**config.mk**
```make
export PLATFORM = sky130hd
export DESIGN_NAME = button_debouncer_flat
export DESIGN_NICKNAME = d
export VERILOG_FILES = /design/src/rtl/button_debouncer_pkg.sv /design/src/rtl/button_debouncer_if.sv /design/src/rtl/button_debouncer_sync.sv /design/src/rtl/button_debouncer.sv /design/src/flat_wrapper.sv
export SDC_FILE = /design/constraint.sdc
export NUM_CORES = 1
export LEC_CHECK = 0
export ABC_CLOCK_PERIOD_IN_PS = 4840
export CAP_MARGIN = 20
export CORE_ASPECT_RATIO = 1.5
export CORE_MARGIN = 2
export CORE_UTILIZATION = 45
export DETAILED_ROUTE_END_ITERATION = 10
export GPL_TIMING_DRIVEN = 0
export SYNTH_ARGS = -nofsm -noshare
export SYNTH_HDL_FRONTEND = slang
export SYNTH_SLANG_ARGS = --single-unit
```
**constraint.sdc**
```tcl
create_clock -name clk_i -period 4.84 [get_ports clk_i]
set_input_delay 0.726 -clock clk_i [delete_from_list [all_inputs] [get_ports clk_i]]
set_output_delay 0.726 -clock clk_i [all_outputs]
set_load 0.02 [all_outputs]
```
**src/rtl/button_debouncer_pkg.sv**
```systemverilog
// Shared types and defaults for the KEY debouncer.
// Optional glitch statistics are enabled with BUTTON_DEBOUNCE_GLITCH_CNT_EN.
package debounce_pkg;

  typedef enum logic [1:0] {
    STABLE_LOW  = 2'd0,
    WAIT_HIGH   = 2'd1,
    STABLE_HIGH = 2'd2,
    WAIT_LOW    = 2'd3
  } deb_state_t;

  localparam int unsigned DEB_SYNC_STAGES_DEF = 32'd2;
  localparam int unsigned DEB_CYCLES_DEF      = 32'd500000;
  localparam int unsigned DEB_GLITCH_W        = 32'd8;

endpackage

```
**src/rtl/button_debouncer_if.sv**
```systemverilog
// Button-side signal bundle between the pad stimulus and the debouncer.
// glitch_cnt_o exists only when BUTTON_DEBOUNCE_GLITCH_CNT_EN is defined.
interface button_debouncer_if;
  import debounce_pkg::*;

  logic button_raw_i;
  logic button_o;
  logic busy_o;
`ifdef BUTTON_DEBOUNCE_GLITCH_CNT_EN
  logic [DEB_GLITCH_W-1:0] glitch_cnt_o;

  modport master (output button_raw_i, input button_o, input busy_o, input glitch_cnt_o);
  modport slave  (input button_raw_i, output button_o, output busy_o, output glitch_cnt_o);
`else
  modport master (output button_raw_i, input button_o, input busy_o);
  modport slave  (input button_raw_i, output button_o, output busy_o);
`endif

endinterface

```
**src/rtl/button_debouncer_sync.sv**
```systemverilog
// Multi-flop synchronizer bringing the asynchronous pad level into clk_i.
module button_synchronizer
  import debounce_pkg::*;
#(
  parameter int unsigned STAGES = DEB_SYNC_STAGES_DEF
) (
  input  logic clk_i,
  input  logic rst_ni,
  input  logic async_i,
  output logic sync_o
);

  logic [STAGES-1:0] sync_q;
  logic [STAGES-1:0] sync_d;

  assign sync_d = {sync_q[STAGES-2:0], async_i};

  // shift chain, cleared to the released level
  always_ff @(posedge clk_i or negedge rst_ni) begin
    if (!rst_ni) begin
      sync_q <= '0;
    end else begin
      sync_q <= sync_d;
    end
  end

  assign sync_o = sync_q[STAGES-1];

endmodule

```
**src/rtl/button_debouncer.sv**
```systemverilog
// Debounces a raw KEY pin into a registered, glitch-free pressed level.
// Define BUTTON_DEBOUNCE_GLITCH_CNT_EN to add a saturating rejected-glitch counter.
module button_debouncer
  import debounce_pkg::*;
#(
  parameter int unsigned SYNC_STAGES     = DEB_SYNC_STAGES_DEF,
  parameter int unsigned DEBOUNCE_CYCLES = DEB_CYCLES_DEF,
  parameter bit          ACTIVE_LOW      = 1'b1
) (
  input  logic         clk_i,
  input  logic         rst_ni,
  button_debouncer_if.slave bus
);

  localparam int unsigned CNT_W = (DEBOUNCE_CYCLES > 32'd1) ? $clog2(DEBOUNCE_CYCLES) : 32'd1;
  localparam logic [CNT_W-1:0] CNT_LAST = CNT_W'(DEBOUNCE_CYCLES - 32'd1);

  logic       norm_s;
  logic       sync_s;
  deb_state_t state_q, state_d;
  logic [CNT_W-1:0] cnt_q, cnt_d;
  logic       button_q, button_d;
  logic       busy_q, busy_d;

  assign norm_s = bus.button_raw_i ^ ACTIVE_LOW;

  button_synchronizer #(.STAGES(SYNC_STAGES)) u_sync (
    .clk_i  (clk_i),
    .rst_ni (rst_ni),
    .async_i(norm_s),
    .sync_o (sync_s)
  );

  // state, qualification counter and registered outputs
  always_ff @(posedge clk_i or negedge rst_ni) begin
    if (!rst_ni) begin
      state_q  <= STABLE_LOW;
      cnt_q    <= '0;
      button_q <= 1'b0;
      busy_q   <= 1'b0;
    end else begin
      state_q  <= state_d;
      cnt_q    <= cnt_d;
      button_q <= button_d;
      busy_q   <= busy_d;
    end
  end

  // any opposite-level sample during a WAIT drops back and restarts from zero
  always_comb begin
    state_d = state_q;
    cnt_d   = cnt_q;
    case (state_q)
      STABLE_LOW: begin
        if (sync_s) begin
          state_d = WAIT_HIGH;
          cnt_d   = '0;
        end else begin
          state_d = STABLE_LOW;
        end
      end
      WAIT_HIGH: begin
        if (!sync_s) begin
          state_d = STABLE_LOW;
          cnt_d   = '0;
        end else if (cnt_q == CNT_LAST) begin
          state_d = STABLE_HIGH;
          cnt_d   = '0;
        end else begin
          cnt_d = cnt_q + CNT_W'(1);
        end
      end
      STABLE_HIGH: begin
        if (!sync_s) begin
          state_d = WAIT_LOW;
          cnt_d   = '0;
        end else begin
          state_d = STABLE_HIGH;
        end
      end
      WAIT_LOW: begin
        if (sync_s) begin
          state_d = STABLE_HIGH;
          cnt_d   = '0;
        end else if (cnt_q == CNT_LAST) begin
          state_d = STABLE_LOW;
          cnt_d   = '0;
        end else begin
          cnt_d = cnt_q + CNT_W'(1);
        end
      end
      default: begin
        state_d = STABLE_LOW;
        cnt_d   = '0;
      end
    endcase
  end

  // outputs follow the settled state one register later
  always_comb begin
    button_d = 1'b0;
    busy_d   = 1'b0;
    case (state_q)
      STABLE_LOW:  begin button_d = 1'b0; busy_d = 1'b0; end
      WAIT_HIGH:   begin button_d = 1'b0; busy_d = 1'b1; end
      STABLE_HIGH: begin button_d = 1'b1; busy_d = 1'b0; end
      WAIT_LOW:    begin button_d = 1'b1; busy_d = 1'b1; end
      default:     begin button_d = 1'b0; busy_d = 1'b0; end
    endcase
  end

  assign bus.button_o = button_q;
  assign bus.busy_o   = busy_q;

`ifdef BUTTON_DEBOUNCE_GLITCH_CNT_EN
  logic                    reject_s;
  logic [DEB_GLITCH_W-1:0] glitch_q, glitch_d;

  assign reject_s = ((state_q == WAIT_HIGH) && !sync_s) || ((state_q == WAIT_LOW) && sync_s);

  // saturating count of rejected glitches
  always_comb begin
    if (reject_s && (glitch_q != {DEB_GLITCH_W{1'b1}})) begin
      glitch_d = glitch_q + DEB_GLITCH_W'(1);
    end else begin
      glitch_d = glitch_q;
    end
  end

  // glitch counter register
  always_ff @(posedge clk_i or negedge rst_ni) begin
    if (!rst_ni) begin
      glitch_q <= '0;
    end else begin
      glitch_q <= glitch_d;
    end
  end

  assign bus.glitch_cnt_o = glitch_q;
`else
  // build without glitch statistics
`endif

endmodule

```
**src/flat_wrapper.sv**
```systemverilog
// flat-port wrapper written by rule: the top's interface ports become plain ports
module button_debouncer_flat import debounce_pkg::*;
#(
  parameter int unsigned SYNC_STAGES     = DEB_SYNC_STAGES_DEF,
  parameter int unsigned DEBOUNCE_CYCLES = DEB_CYCLES_DEF,
  parameter bit          ACTIVE_LOW      = 1'b1
)
  (clk_i, rst_ni, bus_button_raw_i, bus_button_o, bus_busy_o);
  button_debouncer_if bus_i ();
  input  logic clk_i;
  input  logic rst_ni;
  input wire logic [$bits(bus_i.button_raw_i)-1:0] bus_button_raw_i;
  output wire logic [$bits(bus_i.button_o)-1:0] bus_button_o;
  output wire logic [$bits(bus_i.busy_o)-1:0] bus_busy_o;
  assign bus_i.button_raw_i = bus_button_raw_i;
  assign bus_button_o = bus_i.button_o;
  assign bus_busy_o = bus_i.busy_o;
  button_debouncer #(.SYNC_STAGES(SYNC_STAGES), .DEBOUNCE_CYCLES(DEBOUNCE_CYCLES), .ACTIVE_LOW(ACTIVE_LOW)) u_core (.clk_i(clk_i), .rst_ni(rst_ni), .bus(bus_i));
endmodule
```
* Yosys cells after proc, flatten, opt, wreduce, memory -nomap -nowiden
Index checks and enable logic that the tools add are counted.
Cells by class: multiplexer cells 15, eq/ne operators 8, $add $sub $neg 1, reduce and logical (&&, ||, !) cells 7, bitwise operators 1
Operators by type and width (count):
- $mux 19 | 5
- $pmux 19 s4 | 1
- $add 19x1->19 const B | 1
- $eq 19x19->1 const B | 1
- $mux 2 | 4
- $pmux 2 s4 | 1
- $reduce_or 2->1 | 4
- $ne 3x2->1 const B | 2
- $eq 2x2->1 const B | 2
- $ne 2x2->1 const B | 2
- $pmux 1 s2 | 2
- $reduce_and 2->1 | 2
- $eq 2x1->1 const B | 1
- $logic_not 2->1 | 1
- $mux 1 | 2
- $not 1->1 | 1
Storage, ports and cells: register bits after elaboration 25, output and inout bits 2, input port bits 3

* Logic depth before layout (Yosys ltp)
Gate-level depths: netlist of run 1.
depth in word-level cells 4, depth in mapped cells 6

* By module
Synthesis of run 1 repeated with hierarchy kept, for this count alone.
Unflattened totals: cell total of the unflattened synthesis 128, area, all modules 1271.2 µm²
By module, submodules not included:
- button_debouncer | area each 1221.2 µm², cells an instance 126, times used 1
- button_synchronizer | area each 50.0 µm², cells an instance 2, times used 1

* Worst setup path before layout of run 1
OpenSTA, ideal clock, no wires.
path type flip-flop to flip-flop, from reg u_core.cnt_q[7], to reg u_core.cnt_q[10], arrival time 1574 ps, library setup time 124 ps, data required time 4716 ps, slack 3143 ps, stages on the path, launching flop included 7, cell sequence dfrtp_1 -> buf_6 -> or4b_1 -> nor4_2 -> a21oi_2 -> nor2_4 -> nor2_1
On the way: word-level cells in the longest chain between the ends 4
Ends and longest elaborated chain:
- start, declared | line button_debouncer.sv:21 | logic [CNT_W-1:0] cnt_q, cnt_d;
- start signal, assigned | line button_debouncer.sv:43 | cnt_q <= cnt_d;
- $add 19x1->19 or $eq 19x19->1 (tied branches)
- $mux 19 * | line button_debouncer.sv:66, button_debouncer.sv:85
- $mux 19, on equally long branches | line button_debouncer.sv:82, button_debouncer.sv:63
- $pmux 19 s4 * | line button_debouncer.sv:53 | case (state_q)
Mark *: on every way between the ends. The rest lies on a longest branch, timed or not. A chain may end at the register's enable or synchronous reset.

* Worst setup path in the final report of run 1
from reg u_core.cnt_q[0], to reg u_core.cnt_q[16]
Same word-level chain as after synthesis.

==> flow_summary.json, run 1 <==
{
  "yosys.area.top_type": "dfrtp_1",
  "grt_usage": 0.171,
  "status": "complete, no violations",
  "drtIter0Drc": 20,
  "synth_seq_cells": 25,
  "cts.repair.resized": 0,
  "arrival_ns": 2.11,
  "grt_pass1_vias": 940,
  "rows": 23,
  "gr-total-overflow": 0,
  "avgSynthCellArea_um2": 9.45,
  "core_um2": 2680,
  "initial_utilization": 0.477,
  "gp_congestion": 0.840,
  "ys_seq_area_frac": 0.490,
  "layout.nets": 149,
  "cp_common_cell": "nand4_1",
  "synthToLayoutAreaGrowth_pct": 12.5,
  "fin_util": 0.536,
  "hold_viol": 0,
  "synthDistinctLibCells": 40,
  "grt_pass1_wl_um": 4150,
  "crit_path_max_incr_delay_ns": 0.40,
  "rrSetupSlack_ns": 2.93,
  "skew_ns": 0.00480,
  "syn_nets": 139,
  "portBuffers": 4,
  "routed_wl_um": 2440,
  "fin_setup_tns_ns": 0,
  "rr_worst_depth": 6,
  "setup_violations": 0,
  "place_hpwl_um": 1750,
  "synthCells": 135,
  "ioPinCount": 5,
  "vias": 996,
  "cts_hold_buf": 0,
  "drt-pass1-iter-count": 4,
  "required_ns": 5.04,
  "synthMuxAreaShare": 0.0167,
  "sw_frac_of_total": 0.221,
  "synth-xor-area-share": 0.0618,
  "worst-path-buf-inv": 0,
  "maxCapViolations": 0,
  "grt_max_degree": 26,
  "cts_sinks": 25,
  "rsz0062_at_grt": "no",
  "root_buffer": "clkbuf_8",
  "synth_simple_gate_area_frac": 0.313,
  "power.switching_w": 0.0000793,
  "die_area_um2": 3290,
  "ys_warn_count": 0,
  "critPathLaunch": "u_core.cnt_q[0]$_DFFE_PN0P_",
  "wl_per_cell_um": 13.5,
  "p_int_w": 0.000279,
  "htreeDepth": 1,
  "clkPwrFrac": 0.341,
  "timing.fmax_mhz": 524,
  "ir_drop_uv": 136,
  "cts_tree": "done",
  "drive_above_1_share": 0.0972,
  "relSlewSlack": 0.650,
  "cts_inserted_buffers": 3,
  "period_needed_ns": 1.91,
  "tightest_slew_ns": 0.524,
  "p_leak_nw": 0.575,
  "crit_end": "u_core.cnt_q[16]$_DFFE_PN0P_",
  "hold_class": "reg -> reg",
  "path_depth": 6,
  "fillers": 273,
  "comb_power_share": 0.061,
  "clockBufferDepth": 2,
  "clkTransAtPathRegs_ns": 0.08,
  "reg2reg_from": "u_core.cnt_q[0]$_DFFE_PN0P_",
  "n_antenna_cell": 0,
  "insertion_delay_ns": 0.27,
  "crit_type": "reg -> reg",
  "grt_antenna_before_repair": 0,
  "synth_top_family_by_area": "simple AND/OR/NAND/NOR gates",
  "cp-start-kind": "flop",
  "synth-compound-area-share": 0.0745,
  "period_share": 0.394,
  "antenna_left": 0,
  "r2r_end": "u_core.cnt_q[16]$_DFFE_PN0P_",
  "drc": 0,
  "powerDensity_nw_per_um2": 250,
  "synth-adder-area-share": 0.00980,
  "worstPathCellList": "ha_1 > nand4_1 > nor2_1 > nand4_1 > or3_1 > a21oi_1",
  "cp_max_fo": 6,
  "synth_area_um2": 1280,
  "cpLargestDelayFamily": "simple AND/OR/NAND/NOR gates",
  "drv_slew": 0,
  "synth_top_area_frac": 0.490,
  "cp_slowest_cell": "dfrtp_1",
  "p_seq_frac": 0.598,
  "die_h_um": 69.2,
  "vias_per_cell": 5.50,
  "synthTopCellsByArea": "dfrtp_1 (49%), nand2_1 (6.5%), nand3_1 (4.7%)",
  "crit_path_end_kind": "flop",
  "cts_setup_buffers": 0,
  "fp.dieW_um": 47.5
}
==> layout make-up <==
type,count,area (um^2),area share
inverters,4,15.0,0.0105
multi-input cells,101,607,0.423
clock buffers,4,45.0,0.0314
flip-flops and latches,25,626,0.436
well taps,37,46.3,0.0323
plain buffers,5,28.8,0.0201
repair buffers,5,67.6,0.0471
==> how the worst min path moves through the flow <==
stage,slack (ns),endpoint,cells after the start,startpoint
floorplan,0.33,u_core.u_sync.sync_q[1]$_DFF_PN0_,0,u_core.u_sync.sync_q[0]$_DFF_PN0_
global placement,0.33,u_core.u_sync.sync_q[1]$_DFF_PN0_,0,u_core.u_sync.sync_q[0]$_DFF_PN0_
detailed placement,0.34,u_core.u_sync.sync_q[1]$_DFF_PN0_,0,u_core.u_sync.sync_q[0]$_DFF_PN0_
CTS,0.36,u_core.u_sync.sync_q[1]$_DFF_PN0_,0,u_core.u_sync.sync_q[0]$_DFF_PN0_
global route,0.37,u_core.u_sync.sync_q[1]$_DFF_PN0_,0,u_core.u_sync.sync_q[0]$_DFF_PN0_
finish,0.35,u_core.u_sync.sync_q[1]$_DFF_PN0_,0,u_core.u_sync.sync_q[0]$_DFF_PN0_
==> flip-flops by register name, summed over array words and instances, names as in the netlist, named ones only <==
name	cells
u_core.u_sync.sync_q	2
u_core.bus.busy_o	1
u_core.bus.button_o	1
u_core.state_q	1
u_core.cnt_q	19
==> Yosys cell counts <==
| library cell | count |
|---|---|
| mux2_2 | 1 |
| o21ai_0 | 2 |
| buf_2 | 1 |
| o311ai_0 | 1 |
| or3_1 | 3 |
| nor4b_1 | 1 |
| or4b_1 | 2 |
| or4_1 | 1 |
| a22o_1 | 1 |
| o211ai_1 | 1 |
| nand4_1 | 6 |
| or3_2 | 2 |
| nor2_1 | 11 |
| nor4_2 | 1 |
| a21o_1 | 1 |
| ha_1 | 1 |
| dfrtp_1 | 25 |
| buf_6 | 1 |
| o2111a_1 | 1 |
| o31ai_1 | 1 |
| nand4b_1 | 1 |
| nand2b_1 | 1 |
| inv_1 | 4 |
| clkbuf_1 | 2 |
| xnor2_1 | 5 |
| nand2_1 | 22 |
| nor3_1 | 7 |
| nand3_1 | 12 |
| and2_1 | 2 |
| mux2i_1 | 1 |
| a21oi_1 | 2 |
| a21oi_2 | 1 |
| nor4_1 | 1 |
| or2_2 | 1 |
| xor2_1 | 4 |
| a31oi_1 | 1 |
| nor2_4 | 1 |
| o2111ai_1 | 1 |
| clkbuf_2 | 1 |
| and4_1 | 1 |
==> layer usage <==
metal,GRT usage,part of all wire
met1,0.211,0.43
met2,0.284,0.54
met3,0.0234,0.016
met4,0.0648,0.014
met5,0,0
==> worst reg2reg max path, cell delays in order (launching register included) <==
cell	delay [ns]
dfrtp_1	0.40
ha_1	0.23
nand4_1	0.20
nor2_1	0.40
nand4_1	0.16
or3_1	0.32
a21oi_1	0.14
==> kinds of logic after synthesis <==
logic type / after synthesis
simple gates: 76
flops: 25
compound gates: 13
xor+xnor: 9
buf+inv: 9
mux: 2
fa+ha+maj: 1
==> power groups by stage <==
stage	clock [W]	sequential (W)	combinational, W
floorplan	0	0.000219	0.00000970
global placement	0	0.000218	0.0000193
detailed placement	0	0.000218	0.0000199
CTS	0.000128	0.000214	0.0000199
global route	0.000136	0.000215	0.0000256
finish	0.000122	0.000214	0.0000220
==> metrics by stage <==
step	power (W)	area (um^2)	setup WS (ns)	cells	hold WS (ns)
floorplan	0.000228	1280	3.14	135	0.331
global placement	0.000238	1360	2.77	176	0.332
detailed placement	0.000238	1360	2.74	176	0.336
CTS	0.000362	1410	2.90	180	0.356
global route	0.000377	1440	2.74	181	0.369
finish	0.000358	1440	2.93	181	0.353
==> cell usage in the layout (no fill, tap or decap), types with 2 or more instances in the layout <==
master	instances
clkdlybuf4s50_1	4
or3_2	2
o21ai_0	2
and2_1	2
nand4_1	6
xor2_1	4
inv_1	4
or3_1	3
or4b_1	2
clkbuf_1	3
a21oi_1	2
nand2_1	22
nor3_1	7
xnor2_1	5
dfrtp_1	25
nand3_1	12
clkbuf_8	3
nor2_1	11
(Power assumes the default switching activity.)
==> run 2, diff against run 1 <==
--- a/config.mk
+++ b/config.mk
@@ -5,7 +5,7 @@
 export SDC_FILE = /design/constraint.sdc
 export NUM_CORES = 1
 export LEC_CHECK = 0
-export ABC_CLOCK_PERIOD_IN_PS = 4840
+export ABC_CLOCK_PERIOD_IN_PS = 1830
 export CAP_MARGIN = 20
 export CORE_ASPECT_RATIO = 1.5
 export CORE_MARGIN = 2
==> constraint.sdc (replaced) <==
create_clock -name clk_i -period 1.83 [get_ports clk_i]
set_input_delay 0.2745 -clock clk_i [delete_from_list [all_inputs] [get_ports clk_i]]
set_output_delay 0.2745 -clock clk_i [all_outputs]
set_load 0.02 [all_outputs]
==> run 2 against run 1 <==
Net effect: final cell count grew 6.6%; sequential cell count unchanged; wire length up 12%; combinational power increased to 3.1 times the previous value; first-iteration DRC count rose by 45%; utilization increased by 6.4 points; global-route usage about the same; critical path type unchanged; largest power group unchanged.
==> flow_summary.json, run 2 (synthesis gave the netlist of run 1 again) <==
{
  "status": "complete, no violations",
  "die_h_um": 69.2,
  "htreeDepth": 1,
  "final_common_cell": "nand2_1",
  "rsz0062_at_grt": "yes",
  "grt_use_met3": 0.0234,
  "period_needed_ns": 1.83,
  "cts_sinks": 25,
  "relSlewSlack": 0.649,
  "largest_register_ff_count": 19,
  "initial_utilization": 0.477,
  "crit_type": "reg -> reg",
  "n_antenna_cell": 0,
  "root_buffer": "clkbuf_8",
  "grt_usage": 0.171,
  "drc": 0,
  "gp_congestion": 0.840,
  "top_register": "u_core.cnt_q",
  "crit_path_end_kind": "flop",
  "insertion_delay_ns": 0.27,
  "tightest_slew_ns": 0.526,
  "post-place-ws_ns": -0.0931,
  "cts_tree": "done",
  "portBuffers": 4,
  "period_share": 1.00,
  "grtUsageMet2": 0.287,
  "maxCapViolations": 0,
  "ir_drop_uv": 382,
  "grt-busiest-layer": "met2",
  "drtIter0Drc": 29,
  "fillers": 246,
  "fp.dieW_um": 47.5,
  "required_ns": 1.99,
  "place_hpwl_um": 1750,
  "hold_viol": 0,
  "timing.fmax_mhz": 546,
  "cts_inserted_buffers": 3,
  "most-common-layout-cells": "nand2_1 (22), dfrtp_1 (21), nand3_1 (12)",
  "setup_violations": 0,
  "die_area_um2": 3290,
  "clkTransAtPathRegs_ns": 0.09,
  "drive_above_1_share": 0.256,
  "hold_class": "in -> async",
  "core_um2": 2680,
  "gr-total-overflow": 0,
  "reg_top3": "u_core.cnt_q: 19 flops, u_core.u_sync.sync_q: 2 flops",
  "grt_antenna_before_repair": 0,
  "synthToLayoutAreaGrowth_pct": 25.9,
  "layout.nets": 161,
  "grt_use_met1": 0.209,
  "vias": 1048,
  "rows": 23,
  "drv_slew": 0,
  "finalPower_w": 0.000964,
  "cp-start-kind": "flop",
  "cp_max_fo": 8,
  "final.setup.worst_slack_ns": 0.000121,
  "grt_pass1_wl_um": 4160,
  "fin_util": 0.600,
  "powerDensity_nw_per_um2": 600,
  "arrival_ns": 1.99,
  "grt_max_degree": 26,
  "drt-pass1-iter-count": 4,
  "grt_pass1_vias": 944,
  "p_leak_nw": 0.636,
  "antenna_left": 0,
  "skew_ns": 0.00408,
  "ioPinCount": 5,
  "vias_per_cell": 5.43,
  "clockBufferDepth": 2,
  "routed_wl_um": 2740,
  "wl_per_cell_um": 14.2
}
-- run 2: cell count changes in the layout (fill, tap and decap cells not counted), sizes merged --
cell / change
buf: +11
nor2: +1
-- run 2: layer usage --
metal	vias to the layer above	share of wire	routed length (um)
met4	0	0.013	36
met1	513	0.41	1130
met5	-	0	0
li1	520	-	-
met2	11	0.55	1510
met3	4	0.024	65
-- run 2: per-stage QoR --
step | area [um^2] | hold slack [ns] | instances | setup TNS, ns
2_1_floorplan | 1280 | -0.0211 | 135 | 0
3_3_place_gp | 1360 | 0.332 | 176 | -0.0919
3_5_place_dp | 1360 | 0.336 | 176 | -0.292
4_1_cts | 1420 | 0.356 | 180 | -0.00358
5_1_grt | 1610 | 0.353 | 193 | -0.774
6_report | 1610 | 0.333 | 193 | 0
-- run 2: critical path, cell delays in order, from the launching register on --
cell and delay (ns):
dfrtp_1 0.38, buf_6 0.13, or4b_4 0.49, nor4_4 0.31, a21oi_4 0.16, nor2_4 0.20
nor2_1 0.06
-- run 2: area by class of cell --
class	instances	area, um^2	share of cell area
Buffer	5	28.8	0.0179
Clock buffer	4	45.0	0.0280
Inverter	4	15.0	0.00935
Multi-Input combinational cell	102	691	0.430
Sequential cell	25	631	0.393
Tap cell	37	46.3	0.0288
Timing Repair Buffer	16	150	0.0935
-- run 2: power by group --
group          internal, W  switching [W]
clock             0.000156       0.000173
sequential        0.000560     0.00000686
combinational    0.0000272      0.0000416
total             0.000743       0.000221
-- run 2: worst paths after layout --
kind	endpoint	slack [ns]	depth (start not counted)	startpoint
worst max-delay path	u_core.cnt_q[14]$_DFFE_PN0P_	0.0001	6	u_core.cnt_q[7]$_DFFE_PN0P_
worst min-delay path	u_core.cnt_q[0]$_DFFE_PN0P_	0.33	1	rst_ni
worst max register to register	u_core.cnt_q[14]$_DFFE_PN0P_	0.0001	6	u_core.cnt_q[7]$_DFFE_PN0P_
worst min register to register	u_core.u_sync.sync_q[1]$_DFF_PN0_	0.35	0	u_core.u_sync.sync_q[0]$_DFF_PN0_
max in group asynchronous	u_core.cnt_q[12]$_DFFE_PN0P_	1.03	2	rst_ni
min in group clk_i	u_core.u_sync.sync_q[1]$_DFF_PN0_	0.35	0	u_core.u_sync.sync_q[0]$_DFF_PN0_
-- run 2: repair_timing --
| item | CTS | global route |
|---|---|---|
| endpoints found under the setup margin | 9 | 18 |
| resized for setup | 4 | 15 |
| buffers inserted | 0 | 11 |
| pin swaps | 2 | 18 |
| gates cloned | 0 | 1 |
| hold buffers | 0 | 0 |
